===== config.mk =====
export PLATFORM = sky130hd
export DESIGN_NAME = inst_buffer
export DESIGN_NICKNAME = d
export VERILOG_FILES = /design/src/rtl/frontend_pkg.sv /design/src/rtl/inst_buffer_mem.sv /design/src/rtl/inst_buffer.sv
export SDC_FILE = /design/constraint.sdc
export NUM_CORES = 2
export LEC_CHECK = 0
export BUFFER_PORTS_ARGS = -buffer_cell sky130_fd_sc_hd__buf_4
export CAP_MARGIN = 5
export CORE_MARGIN = 1
export CORE_UTILIZATION = 50
export DETAILED_ROUTE_END_ITERATION = 7
export PLACE_DENSITY = 0.74
export SLEW_MARGIN = 0
export SYNTH_ARGS = -nofsm -noshare
export SYNTH_HDL_FRONTEND = slang
export SYNTH_SLANG_ARGS = --single-unit

===== constraint.sdc =====
create_clock -name clk -period 26.6 [get_ports clk]
set_input_delay 2.66 -clock clk [delete_from_list [all_inputs] [get_ports clk]]
set_output_delay 2.66 -clock clk [all_outputs]
set_load 0.02 [all_outputs]

===== src/rtl/frontend_pkg.sv =====
// Shared front-end types and constants for the fetch/decode boundary.
// Holds instruction width, default PC width and buffer depth, and the fetch-mask bit positions.
package frontend_pkg;

  localparam int INST_W         = 32;
  localparam int PC_W           = 64;
  localparam int INST_BUF_DEPTH = 8;

  localparam int FETCH_LO_BIT = 0;
  localparam int FETCH_HI_BIT = 1;

  typedef struct packed {
    logic [INST_W-1:0] inst;
    logic [PC_W-1:0]   pc;
  } ibuf_entry_t;

  // Number of instructions a fetch mask carries (0, 1 or 2).
  function automatic logic [1:0] mask_inst_cnt(input logic [1:0] mask);
    return {1'b0, mask[FETCH_LO_BIT]} + {1'b0, mask[FETCH_HI_BIT]};
  endfunction

endpackage


===== src/rtl/inst_buffer_mem.sv =====
// Instruction entry storage: DEPTH x W register array.
// Two write ports and one combinational read port; contents are not reset.
module inst_buffer_mem #(
  parameter  int DEPTH = 8,
  parameter  int W     = 96,
  localparam int AW    = $clog2(DEPTH)
) (
  input  logic          clk,
  input  logic          wr0_en,
  input  logic [AW-1:0] wr0_idx,
  input  logic [W-1:0]  wr0_data,
  input  logic          wr1_en,
  input  logic [AW-1:0] wr1_idx,
  input  logic [W-1:0]  wr1_data,
  input  logic [AW-1:0] rd_idx,
  output logic [W-1:0]  rd_data
);

  logic [W-1:0] mem [DEPTH];

  // The two write indices are always distinct (consecutive slots of one line).
  always_ff @(posedge clk) begin
    if (wr0_en) mem[wr0_idx] <= wr0_data;
    if (wr1_en) mem[wr1_idx] <= wr1_data;
  end

  assign rd_data = mem[rd_idx];

endmodule


===== src/rtl/inst_buffer.sv =====
// Instruction buffer: splits 64-bit fetch lines into 32-bit entries, FWFT head to the decoder.
// Optional INST_BUF_PERF_EN adds stall/empty performance counters.
module inst_buffer #(
  parameter  int DEPTH = frontend_pkg::INST_BUF_DEPTH,
  parameter  int PC_W  = frontend_pkg::PC_W,
  localparam int CW    = $clog2(DEPTH) + 1
) (
  input  logic            clk,
  input  logic            rst_n,
  input  logic            flush,
`ifdef INST_BUF_PERF_EN
  output logic [31:0]     stall_cnt,
  output logic [31:0]     empty_cnt,
`endif
  input  logic            fetch_valid,
  output logic            fetch_ready,
  input  logic [63:0]     fetch_line,
  input  logic [PC_W-1:0] fetch_pc,
  input  logic [1:0]      fetch_mask,
  input  logic            fifo_rd_en,
  output logic            fifo_empty,
  output logic [31:0]     fifo_data_out,
  output logic [PC_W-1:0] fifo_pc,
  output logic [CW-1:0]   fifo_count
);

  import frontend_pkg::*;

  localparam int AW      = $clog2(DEPTH);
  localparam int ENTRY_W = INST_W + PC_W;

  logic [CW-1:0] wptr, rptr, count;
  logic [CW-1:0] wptr_p1;
  logic [CW:0]   count_sum;
  logic          push, pop;
  logic [1:0]    n_push;

  logic [ENTRY_W-1:0] lo_ent, hi_ent;
  logic               wr0_en, wr1_en;
  logic [ENTRY_W-1:0] wr0_data;
  logic [ENTRY_W-1:0] rd_data;

  // Room check uses only the registered count, so a same-cycle pop never opens space.
  assign fetch_ready = !flush && (count <= CW'(DEPTH - 2));
  assign push        = fetch_valid && fetch_ready;
  assign pop         = fifo_rd_en && !fifo_empty;
  assign n_push      = push ? mask_inst_cnt(fetch_mask) : 2'd0;
  assign count_sum   = {1'b0, count} + (CW+1)'(n_push) - (CW+1)'(pop);

  assign lo_ent  = {fetch_line[31:0],  fetch_pc};
  assign hi_ent  = {fetch_line[63:32], fetch_pc + PC_W'(4)};
  assign wptr_p1 = wptr + CW'(1);

  // Port 0 takes the oldest valid instruction of the line; port 1 only the upper one of a pair.
  assign wr0_en   = push && (fetch_mask != 2'b00);
  assign wr1_en   = push && (fetch_mask == 2'b11);
  assign wr0_data = fetch_mask[FETCH_LO_BIT] ? lo_ent : hi_ent;

  inst_buffer_mem #(
    .DEPTH (DEPTH),
    .W     (ENTRY_W)
  ) u_mem (
    .clk      (clk),
    .wr0_en   (wr0_en),
    .wr0_idx  (wptr[AW-1:0]),
    .wr0_data (wr0_data),
    .wr1_en   (wr1_en),
    .wr1_idx  (wptr_p1[AW-1:0]),
    .wr1_data (hi_ent),
    .rd_idx   (rptr[AW-1:0]),
    .rd_data  (rd_data)
  );

  always_ff @(posedge clk or negedge rst_n) begin
    if (!rst_n) begin
      wptr  <= '0;
      rptr  <= '0;
      count <= '0;
    end else if (flush) begin
      wptr  <= '0;
      rptr  <= '0;
      count <= '0;
    end else begin
      wptr  <= wptr + CW'(n_push);
      rptr  <= rptr + CW'(pop);
      count <= count_sum[CW-1:0];
    end
  end

  assign fifo_empty    = (count == '0);
  assign fifo_count    = count;
  assign fifo_data_out = fifo_empty ? '0 : rd_data[ENTRY_W-1 -: INST_W];
  assign fifo_pc       = fifo_empty ? '0 : rd_data[PC_W-1:0];

`ifdef INST_BUF_PERF_EN
  always_ff @(posedge clk or negedge rst_n) begin
    if (!rst_n) begin
      stall_cnt <= '0;
      empty_cnt <= '0;
    end else begin
      if (fetch_valid && !fetch_ready && !flush && (stall_cnt != 32'hFFFF_FFFF))
        stall_cnt <= stall_cnt + 32'd1;
      if (fifo_empty && (empty_cnt != 32'hFFFF_FFFF))
        empty_cnt <= empty_cnt + 32'd1;
    end
  end
`endif

`ifndef SYNTHESIS
  // A wrapped (underflowed) sum also shows up as a value above DEPTH.
  a_count_range: assert property (@(posedge clk) disable iff (!rst_n)
    count_sum <= (CW+1)'(DEPTH))
    else $error("inst_buffer occupancy out of range: %0d", count_sum);
`endif

endmodule


==> impl_metrics.csv <==
group,metric,value,unit
critical_path,critPathMaxStageDelay,920,ps
clock_tree,post_cts_resized,0,
logic_synthesis,synthArstFlopShare,1.29,%
floorplanning,dieArea,82200,um2
logic_synthesis,syn-mean-instance-area,12.4,um2
critical_path,worst-path-buf-inv,3,
route,vias,26555,
grt,grt_use_total,26.6,%
critical_path,cp.required,23940,ps
grt,grt_pass1_vias,26414,
grt,grt_pass1_wl,163000,um
floorplanning,fp.dieH,287,um
route,drt_pass1_iterations,5,
route,routed_via_density,5.94,
worst_hold_path,holdPathEnd,"wptr[2]$_DFF_PN0_",
critical_path,path_depth,6,
critical_path,timing.rr.start,"fifo_count[3]$_DFF_PN0_",
critical_path,r2r_end,"u_mem.mem[6][22]$_DFFE_PP_",
clock_tree,cts_sinks,778,
floorplanning,core_area,80400,um2
route,routedWlPerCell,24.5,um
clock_tree,cts_inserted_buffers,84,
finish,layout-drive-gt1-share,19.0,%
clock_tree,clkLatencyLatePin,670,ps
logic_synthesis,ys_warn_count,0,
clock_tree,cts_tree,"built",
flow_run,drv_cap,0,
critical_path,critical_path.max_fanout,55,
logic_synthesis,synth-seq-cells,778,
logic_synthesis,synth_edf_count,768,
logic_synthesis,netlist_area,40500,um2
logic_synthesis,synth.distinct_cells,48,
sta,worst_pin_slew,1210,ps
logic_synthesis,syn_nets,3415,
sta,rsz0062_at_grt,"false",
clock_tree,clk_path_buf_depth,3,
critical_path,cp_common_cell,"buf_4",
critical_path,cp_top_family,"buffers and inverters",
sta,fin_worst_skew,29.4,ps
route,first_iter_violations,2869,
critical_path,crit_slowest_cell,"dfrtp_4",
critical_path,reg2reg_slack,22050,ps
floorplanning,die_w,287,um
finish,area_delta_synth_final,12.8,%
placed_design,dp_hpwl,64500,um
placed_design,io_buffer_count,236,
placed_design,place_ws,19270,ps
power,total_power,3.53,mW
clock_tree,cts_htree_levels,3,
clock_tree,cts_setup_buffers,0,
grt,grt_max_degree,108,
finish,fin_nets,3496,
floorplanning,rows,104,
critical_path,end_kind,"primary output",
floorplanning,ios,237,
critical_path,critPathLaunchType,"flip-flop",
worst_hold_path,worstHoldPathCells,2,
placed_design,gp_congestion,0.847,
sta,finalMaxSlewViolations,0,
finish,mostFrequentLayoutCells,"edfxtp_1, nor2_1, buf_4",
critical_path,crit_chain,"buf_4 -> buf_4 -> mux4_2 -> mux2i_1 -> nor2_1 -> buf_4",
grt,grt.overflow.total,0,
run_status,status,"finished, final reports clean",
sta,max_freq,138,MHz
critical_path,critPathArrivalTime,4570,ps
sta,tns,0,ps
critical_path,critPathKind,"flip-flop to primary output",
sta,maxSlewHeadroom,18.8,%
finish,mostFrequentLayoutCell,"edfxtp_1",
route,drc_errors,0,
worst_hold_path,hold_path_startpoint,"wptr[2]$_DFF_PN0_",
power,power_density,77.1,nW/um2
sta,fin_crit,7230,ps
sta,setup_viol,0,
logic_synthesis,synthFlopType,"edfxtp_1",
clock_tree,clk_pin_slew_worst_paths,60,ps
logic_synthesis,yosysSeqAreaShare,57.5,%
floorplanning,start_util,50.4,%
logic_synthesis,synth_cells,3264,
sta,hold_violations,0,
route,wirelength,109000,um
sta,timing.final.crit_share,27.2,%
clock_tree,root_buffer,"clkbuf_16",
sta,fin_ws,19370,ps
power,ir_worst_vdd,78.5,uV
worst_hold_path,hp-class,"flip-flop to flip-flop",
route,drtAntennaViolNets,0,
clock_tree,hold_buffers,0,
power,p_leak,15.4,nW
grt,antenna_found_initial,10,
critical_path,rr_worst_depth,9,
## worst max path at each step
stage                            endpoint  slack (ps)         startpoint
5_1_grt                        fifo_pc[9]       19310  rptr[1]$_DFF_PN0_
4_1_cts                        fifo_pc[9]       19510  rptr[1]$_DFF_PN0_
3_5_place_dp   u_mem.mem[6][33]$_DFFE_PP_       19270      fetch_mask[0]
3_3_place_gp   u_mem.mem[7][45]$_DFFE_PP_       19330      fetch_mask[0]
6_report                       fifo_pc[9]       19370  rptr[1]$_DFF_PN0_
2_1_floorplan   u_mem.mem[0][0]$_DFFE_PP_       15030              flush
## Yosys cell counts (3+ instances only)
cell type	n	share of area, %
o21ai_0	6	0.074
o31ai_1	5	0.093
nor2_2	8	0.12
nand2b_1	3	0.046
nor4_1	7	0.11
nor3_1	33	0.41
and4_1	6	0.13
and2_1	4	0.062
or3_1	3	0.046
nand4_2	3	0.093
nand3_1	29	0.36
or2_2	3	0.046
nor2b_1	7	0.11
xor2_1	224	4.8
edfxtp_1	768	57
buf_4	8	0.15
inv_1	13	0.12
a21oi_1	274	3.4
or4_1	4	0.074
nor4_2	3	0.093
buf_1	71	0.66
ha_1	14	0.43
xnor2_1	237	5.1
o211ai_1	31	0.57
buf_2	26	0.32
nand2_1	287	2.7
mux4_2	192	11
dfrtp_1	10	0.62
mux2i_1	129	3.2
nand4_1	23	0.35
clkbuf_1	190	1.8
nor2_1	609	5.6
and3_1	12	0.19
## flip-flops by register name, indices dropped and copies added (netlist names)
register    cells
u_mem.mem     768
fifo_count      4
rptr            3
wptr            3
## stage by stage
step / std cells / utilization, % / hold WS [ps] / cell area (um2)
after floorplan: 3264 / - / 561 / 40500
after global placement: 4319 / 53.6 / 623 / 43100
after detailed placement: 4319 / 53.6 / 622 / 43100
after CTS: 4469 / 56.9 / 649 / 45700
after global routing: 4472 / 56.9 / 686 / 45700
final: 4472 / 56.9 / 653 / 45700
## layer usage
metal	up-vias	routed length [um]	share of wire (%)	track usage [%]
met4	10	4210	3.8	10.7
met1	13141	41800	38	35.3
met3	244	10100	9.2	4.86
met5	-	62	0.057	0
li1	11810	-	-	-
met2	1350	53300	49	43.4
## power breakdown
part / switching [mW] / leakage, nW / internal [mW]
Combinational: 0.550 / 7.09 / 0.418
Sequential: 0.0356 / 7.05 / 1.39
Clock: 0.501 / 1.28 / 0.635
Total: 1.09 / 15.4 / 2.44
## tightest hold or removal path, delay by kind of cell (launching register included)
kind,cells,cell delay (ps)
flops,1,440
xor+xnor,1,140
simple gates,1,40
## cells by family after synthesis
| group | count (synthesis) | synth area share (%) |
|---|---|---|
| and+or+nand+nor | 1057 | 10.9 |
| DFF | 778 | 57.5 |
| xor gates and xnor gates | 461 | 9.96 |
| muxes | 321 | 13.8 |
| AOI/OAI and AO/OA | 319 | 4.18 |
| buffers and inverters | 312 | 3.08 |
| adders and majority gates | 16 | 0.531 |
## final cells by class
type | count | area (um2)
inverter | 15 | 56.3
clock inverter | 48 | 454
clock buffer | 102 | 2170
antenna | 3 | 7.51
multi-input combinational | 2174 | 16200
timing repair buffer | 292 | 2200
tap | 1060 | 1330
sequential | 778 | 23300
fill | 6376 | 34700
Power figures use the tool's default switching activity.
